**config.mk**
```make
export PLATFORM = sky130hd
export DESIGN_NAME = cfu_requant_stage
export DESIGN_NICKNAME = d
export VERILOG_FILES = /design/src/rtl/cfu_requant_pkg.sv /design/src/rtl/srdhm_mul.sv /design/src/rtl/cfu_requant_stage.sv
export SDC_FILE = /design/constraint.sdc
export NUM_CORES = 2
export LEC_CHECK = 0
export ABC_CLOCK_PERIOD_IN_PS = 14700
export CAP_MARGIN = 20
export CELL_PAD_IN_SITES_DETAIL_PLACEMENT = 0
export CELL_PAD_IN_SITES_GLOBAL_PLACEMENT = 1
export CORE_MARGIN = 3
export CORE_UTILIZATION = 35
export DETAILED_ROUTE_END_ITERATION = 10
export PLACE_DENSITY = 0.7
export SKIP_LAST_GASP = 1
export SYNTH_ARGS = -nofsm -noshare
export SYNTH_HDL_FRONTEND = slang
export SYNTH_SLANG_ARGS = --single-unit
```
**constraint.sdc**
```tcl
create_clock -name clk -period 14.7 [get_ports clk]
set_input_delay 2.205 -clock clk [delete_from_list [all_inputs] [get_ports clk]]
set_output_delay 2.205 -clock clk [all_outputs]
set_load 0.01 [all_outputs]
```
**src/rtl/cfu_requant_pkg.sv**
```systemverilog
// Shared opcodes, FSM states and int32 limits for the requantization CFU stage.
package cfu_requant_pkg;

    localparam int unsigned DATA_W = 32;
    localparam int unsigned FID_W  = 3;

    localparam logic [FID_W-1:0] OP_SET_MULT  = 3'd0;
    localparam logic [FID_W-1:0] OP_SET_SHIFT = 3'd1;
    localparam logic [FID_W-1:0] OP_SET_OUT   = 3'd2;
    localparam logic [FID_W-1:0] OP_REQUANT   = 3'd3;
    localparam logic [FID_W-1:0] OP_READ      = 3'd4;

    localparam logic [DATA_W-1:0] INT32_MIN = 32'h8000_0000;
    localparam logic [DATA_W-1:0] INT32_MAX = 32'h7FFF_FFFF;

    typedef enum logic [2:0] {
        ST_IDLE,
        ST_MUL,
        ST_SHIFT,
        ST_CLAMP,
        ST_RESP
    } state_e;

endpackage

```
**src/rtl/srdhm_mul.sv**
```systemverilog
// Saturating rounding doubling high multiply with a single output register,
// so the 32x32 product maps onto one DSP stage.
module srdhm_mul
    import cfu_requant_pkg::*;
(
    input  logic              clk,
    input  logic              reset,
    input  logic              en_i,
    input  logic [DATA_W-1:0] a_i,
    input  logic [DATA_W-1:0] b_i,
    output logic [DATA_W-1:0] m_o
);

    logic signed [63:0] prod_c;
    logic signed [63:0] sum_c;
    logic signed [63:0] quo_c;
    logic               sat_c;
    logic [DATA_W-1:0]  m_d;
    logic [DATA_W-1:0]  m_q;

    // Negative sums get a bias of 2^31-1 so the arithmetic shift truncates toward zero.
    always_comb begin
        prod_c = 64'($signed(a_i)) * 64'($signed(b_i));
        sum_c  = prod_c + ((prod_c >= 0) ? 64'sd1073741824 : -64'sd1073741823);
        quo_c  = (sum_c < 0) ? ((sum_c + 64'sd2147483647) >>> 31) : (sum_c >>> 31);
        sat_c  = (a_i == INT32_MIN) && (b_i == INT32_MIN);
        m_d    = sat_c ? INT32_MAX : 32'(quo_c);
    end

    always_ff @(posedge clk or negedge reset) begin
        if (!reset) begin
            m_q <= '0;
        end else if (en_i) begin
            m_q <= m_d;
        end
    end

    assign m_o = m_q;

endmodule

```
**src/rtl/cfu_requant_stage.sv**
```systemverilog
// TFLite per-channel requantization CFU: bias add, SRDHM, rounding right shift,
// output offset and activation clamp behind a cmd/rsp handshake.
module cfu_requant_stage
    import cfu_requant_pkg::*;
#(
    parameter int unsigned OUT_BITS = 8
) (
    input  logic              clk,
    input  logic              reset,
    input  logic              cmd_valid,
    output logic              cmd_ready,
    input  logic [FID_W-1:0]  cmd_payload_function_id,
    input  logic [DATA_W-1:0] cmd_payload_inputs_0,
    input  logic [DATA_W-1:0] cmd_payload_inputs_1,
    output logic              rsp_valid,
    input  logic              rsp_ready,
    output logic              rsp_payload_response_ok,
    output logic [DATA_W-1:0] rsp_payload_outputs_0
);

    localparam logic [15:0] ACT_MAX_RST = 16'((32'd1 << (OUT_BITS - 1)) - 32'd1);
    localparam logic [15:0] ACT_MIN_RST = ~ACT_MAX_RST;

    state_e            state_q;
    logic              cmd_ready_q;
    logic              rsp_valid_q;
    logic [DATA_W-1:0] out_q;
    logic [DATA_W-1:0] mult_q;
    logic [5:0]        shift_q;
    logic [DATA_W-1:0] offset_q;
    logic [15:0]       act_min_q;
    logic [15:0]       act_max_q;
    logic [DATA_W-1:0] x_q;
    logic [DATA_W-1:0] r_q;

    logic              accept_c;
    logic [5:0]        neg_shift_c;
    logic [4:0]        ls_c;
    logic [4:0]        rs_c;
    logic [DATA_W-1:0] sum_c;
    logic [DATA_W-1:0] x_c;
    logic [DATA_W-1:0] mask_c;
    logic [DATA_W-1:0] rem_c;
    logic [DATA_W-1:0] thr_c;
    logic [DATA_W-1:0] r_c;
    logic signed [32:0] y_c;
    logic signed [32:0] min_c;
    logic signed [32:0] max_c;
    logic signed [32:0] lo_c;
    logic signed [32:0] cl_c;
    logic [DATA_W-1:0] res_c;
    logic [DATA_W-1:0] rd_c;
    logic [DATA_W-1:0] m_w;

    srdhm_mul u_srdhm (
        .clk   (clk),
        .reset (reset),
        .en_i  (state_q == ST_MUL),
        .a_i   (x_q),
        .b_i   (mult_q),
        .m_o   (m_w)
    );

    // Shift split, bias add, rounding divide by power of two and clamp datapath.
    always_comb begin
        accept_c    = cmd_valid && cmd_ready_q;
        neg_shift_c = 6'(~shift_q + 6'd1);
        ls_c        = shift_q[5] ? 5'd0 : shift_q[4:0];
        rs_c        = !shift_q[5] ? 5'd0 : (neg_shift_c[5] ? 5'd31 : neg_shift_c[4:0]);
        sum_c       = cmd_payload_inputs_0 + cmd_payload_inputs_1;
        x_c         = sum_c << ls_c;
        mask_c      = (32'd1 << rs_c) - 32'd1;
        rem_c       = m_w & mask_c;
        thr_c       = (mask_c >> 1) + {31'd0, m_w[31]};
        r_c         = 32'($signed(m_w) >>> rs_c) + {31'd0, (rem_c > thr_c)};
        y_c         = 33'($signed(r_q)) + 33'($signed(offset_q));
        min_c       = 33'($signed(act_min_q));
        max_c       = 33'($signed(act_max_q));
        lo_c        = (y_c < min_c) ? min_c : y_c;
        cl_c        = (lo_c > max_c) ? max_c : lo_c;
        res_c       = 32'(cl_c);
        case (cmd_payload_inputs_0[1:0])
            2'd0:    rd_c = mult_q;
            2'd1:    rd_c = 32'($signed(shift_q));
            2'd2:    rd_c = offset_q;
            default: rd_c = {act_max_q, act_min_q};
        endcase
    end

    always_ff @(posedge clk or negedge reset) begin
        if (!reset) begin
            state_q     <= ST_IDLE;
            cmd_ready_q <= 1'b1;
            rsp_valid_q <= 1'b0;
            out_q       <= '0;
            mult_q      <= 32'h4000_0000;
            shift_q     <= '0;
            offset_q    <= '0;
            act_min_q   <= ACT_MIN_RST;
            act_max_q   <= ACT_MAX_RST;
            x_q         <= '0;
            r_q         <= '0;
        end else begin
            case (state_q)
                ST_IDLE: begin
                    if (accept_c) begin
                        cmd_ready_q <= 1'b0;
                        if (cmd_payload_function_id == OP_REQUANT) begin
                            x_q     <= x_c;
                            state_q <= ST_MUL;
                        end else begin
                            state_q     <= ST_RESP;
                            rsp_valid_q <= 1'b1;
                            case (cmd_payload_function_id)
                                OP_SET_MULT: begin
                                    mult_q <= cmd_payload_inputs_0;
                                    out_q  <= cmd_payload_inputs_0;
                                end
                                OP_SET_SHIFT: begin
                                    shift_q <= cmd_payload_inputs_0[5:0];
                                    out_q   <= 32'($signed(cmd_payload_inputs_0[5:0]));
                                end
                                OP_SET_OUT: begin
                                    offset_q  <= cmd_payload_inputs_0;
                                    act_min_q <= cmd_payload_inputs_1[15:0];
                                    act_max_q <= cmd_payload_inputs_1[31:16];
                                    out_q     <= '0;
                                end
                                OP_READ: out_q <= rd_c;
                                default: out_q <= '0;
                            endcase
                        end
                    end
                end
                ST_MUL:   state_q <= ST_SHIFT;
                ST_SHIFT: begin
                    r_q     <= r_c;
                    state_q <= ST_CLAMP;
                end
                ST_CLAMP: begin
                    out_q       <= res_c;
                    rsp_valid_q <= 1'b1;
                    state_q     <= ST_RESP;
                end
                ST_RESP: begin
                    if (rsp_ready) begin
                        rsp_valid_q <= 1'b0;
                        cmd_ready_q <= 1'b1;
                        state_q     <= ST_IDLE;
                    end
                end
                default: begin
                    state_q     <= ST_IDLE;
                    cmd_ready_q <= 1'b1;
                    rsp_valid_q <= 1'b0;
                end
            endcase
        end
    end

    assign cmd_ready               = cmd_ready_q;
    assign rsp_valid               = rsp_valid_q;
    assign rsp_payload_outputs_0   = out_q;
    assign rsp_payload_response_ok = 1'b1;

endmodule

```
==> reports/results.ini <==
[floorplanning]
start_util_pct = 35.46
ios = 106
rows = 152
die_w_um = 424.3
die_area_sq_um = 180000
fp.dieH_um = 424.3
core_sq_um = 172700

[cts]
clkTransAtPathRegs_ns = 0.06
cts_hold_buf = 0
root_buffer = clkbuf_16
cts_buffers = 28
cts_resized = 0
cts.sinks = 235
cts_buffer_depth = 3
tritoncts = built
cts_setup_buffers = 0
cts-htree-levels = 1
clk_latency_ns = 0.62

[routing]
wirelength_um = 205400
wl_per_cell_um = 22.37
ant_nets = 0
drc = 0
dr.pass1.iters = 6
vias_per_cell = 5.454
drtIter0Drc = 4072
dr_total_vias = 50058

[grt]
grt_pass1_wl_um = 318500
grt_overflow_total = 0
grt_antenna_before_repair = 9
grt_max_degree = 112
busiest_layer = met2
grt_usage_pct = 22.72
use_met1_pct = 31.94
use_met2_pct = 36.45
use_met3_pct = 3.146
first_global_vias = 51626

[logic_synthesis]
synth_edf_count = 0
yosysSeqAreaShare_pct = 9.642
netlist_area_sq_um = 61230
postSynthCellCount = 6999
avgSynthCellArea_sq_um = 8.748
ys_warn_count = 0
synth_seq_cells = 235
yosysUniqueCellTypes = 107
synth_top_flop_cell = dfrtp_1
async_flop_share_pct = 100.0

[placed_design]
dp_slack_ns = 1.266
port-buffer-count = 104
dp_hpwl_um = 164700
place_congestion = 0.9385

[final_layout]
utilization_pct = 38.00
drive_gt1_share_pct = 5.901
final_nets = 8361
ff_latch_area_sq_um = 5934
nFillCells = 17797
synthToLayoutAreaGrowth_pct = 7.169
multi_input_area_sq_um = 49720

[sta]
setup_viol = 0
fin_crit_sh_pct = 93.77
slew_headroom_pct = 23.26
hold_ws_ns = 0.4915
setup-tns-final_ns = 0
hold_violations = 0
rsz0062_at_grt = false
tightest_slew_ns = 1.151
period_needed_ns = 13.78
max_freq_ghz = 0.07255
drv_slew = 0
skew_ns = 0.03434
worst_slack_ns = 0.9155

[worst_setup_path]
path_max_fanout = 43
arrival_ns = 14.23
worstSetupStartpointType = register
slowest_stage = dfrtp_1
critPathRequiredTime_ns = 15.15
worst_path_most_repeated_cell = fa_1
critPathBufInv = 6
cp_slowest_stage_delay_ns = 0.90
regToRegSetupSlack_ns = 0.92
crit_type = reg -> reg
end_kind = register
crit_family = adder cells

[run]
maxCapViolations = 0

[min_path]
hold_path_class = reg -> reg

[run_status]
status = finished, final reports clean

[metrics by stage]
stage,instances,instance area (sq um)
after floorplan,7000,61230
after global placement,9118,64530
after detailed placement,9119,64530
after CTS,9171,65550
after global routing,9174,65600
final,9179,65620
[final cells by class]
class | instances | area share [%]
Multi-Input combinational cell | 5261 | 75.77
Sequential cell | 235 | 9.044
Inverter | 1104 | 6.317
Tap cell | 2310 | 4.405
Timing Repair Buffer | 211 | 2.898
Clock buffer | 39 | 1.161
Clock inverter | 13 | 0.3833
Antenna cell | 6 | 0.02288
[cell usage in the layout, fill, tap and decap left out, types with 37 or more instances in the layout]
cell | netlist | routed
nor2b_1 | 43 | 43
nor3_1 | 100 | 99
and2_1 | 558 | 558
xor2_1 | 72 | 72
a31oi_1 | 40 | 40
inv_1 | 1100 | 1100
o21ai_0 | 252 | 251
nand4_1 | 59 | 59
and3_1 | 46 | 46
o21a_1 | 57 | 57
nand3_1 | 86 | 86
fa_1 | 1084 | 1084
a21o_1 | 81 | 81
clkdlybuf4s50_1 | 0 | 101
o211ai_1 | 37 | 37
a21oi_1 | 295 | 294
nand2b_1 | 49 | 49
buf_4 | 2 | 102
nor2_1 | 301 | 300
mux2_2 | 105 | 105
ha_1 | 365 | 365
mux2i_1 | 126 | 126
dfrtp_1 | 217 | 192
nand2_1 | 843 | 841
xnor2_1 | 163 | 163
[cell families after synthesis]
kind of cell / share of synthesized area (%)
buffers and inverters: 9.278
AO/OA/AOI/OAI: 11.42
adder cells (fa/ha/maj): 42.90
multiplexers: 5.242
other: 0.01227
AND/OR/NAND/NOR: 18.04
XOR/XNOR: 3.460
flip-flops: 9.642
[sequential cells by signal (all words and copies together), names as in the netlist]
| name | cells |
|---|---|
| mult_q | 32 |
| offset_q | 32 |
| r_q | 32 |
| rsp_payload_outputs_0 | 32 |
| u_srdhm.m_o | 32 |
| x_q | 32 |
| act_max_q | 16 |
| act_min_q | 16 |
| shift_q | 6 |
| state_q | 3 |
| cmd_ready | 1 |
| rsp_valid | 1 |
[cells in the mapped netlist (13+ instances only)]
master       n  share of area, %
xor2_1      72               1.0
or2_2       15              0.15
a21boi_0    15              0.18
o21a_1      57              0.70
o211ai_1    37              0.45
nand2b_1    49              0.50
dfrtp_1    217               8.9
a22oi_1     22              0.27
a21oi_1    295               2.4
a31oi_1     40              0.41
nor4_1      30              0.31
o21ai_0    252               2.1
xnor2_1    163               2.3
buf_1       15             0.092
dfstp_2     18              0.77
o31ai_1     23              0.28
clkbuf_1   367               2.2
nor2b_1     43              0.44
a221oi_1    32              0.46
mux2i_1    126               2.1
mux4_2      34               1.3
or3_1       25              0.26
and4_1      14              0.20
and3_1      46              0.47
buf_2       14              0.11
nand2_1    843               5.2
nor2_1     301               1.8
and2_1     558               5.7
fa_1      1084                35
nor3_1     100              0.82
o221ai_1    30              0.43
mux2_2     105               1.9
a211oi_1    30              0.37
nand3_1     86              0.70
o21ai_1     13              0.11
inv_1     1100               6.7
a21o_1      81              0.99
ha_1       365               7.5
nand4_1     59              0.60
o21bai_1    22              0.27
[layer usage]
metal	vias to the layer above	routed length, um
li1	22172	-
met1	25770	89780
met2	1781	94850
met3	333	14130
met4	2	6586
met5	-	11
[path summary, 6_finish.rpt]
path                                                    endpoint                             startpoint  depth (start not counted)
setup / recovery                     u_srdhm.m_o[31]$_DFFE_PN0P_                 mult_q[31]$_DFFE_PN0P_                         41
hold / removal             rsp_payload_outputs_0[10]$_DFFE_PN0P_  rsp_payload_outputs_0[10]$_DFFE_PN0P_                          1
setup reg to reg                     u_srdhm.m_o[31]$_DFFE_PN0P_                 mult_q[31]$_DFFE_PN0P_                         41
hold reg to reg            rsp_payload_outputs_0[10]$_DFFE_PN0P_  rsp_payload_outputs_0[10]$_DFFE_PN0P_                          1
max in group asynchronous             u_srdhm.m_o[7]$_DFFE_PN0P_                                  reset                          3
min in group asynchronous   rsp_payload_outputs_0[9]$_DFFE_PN0P_                                  reset                          1
Power is left out: the tool's default activity adds up to more than one toggle a clock period on the data nets, which glitch-free logic cannot reach.
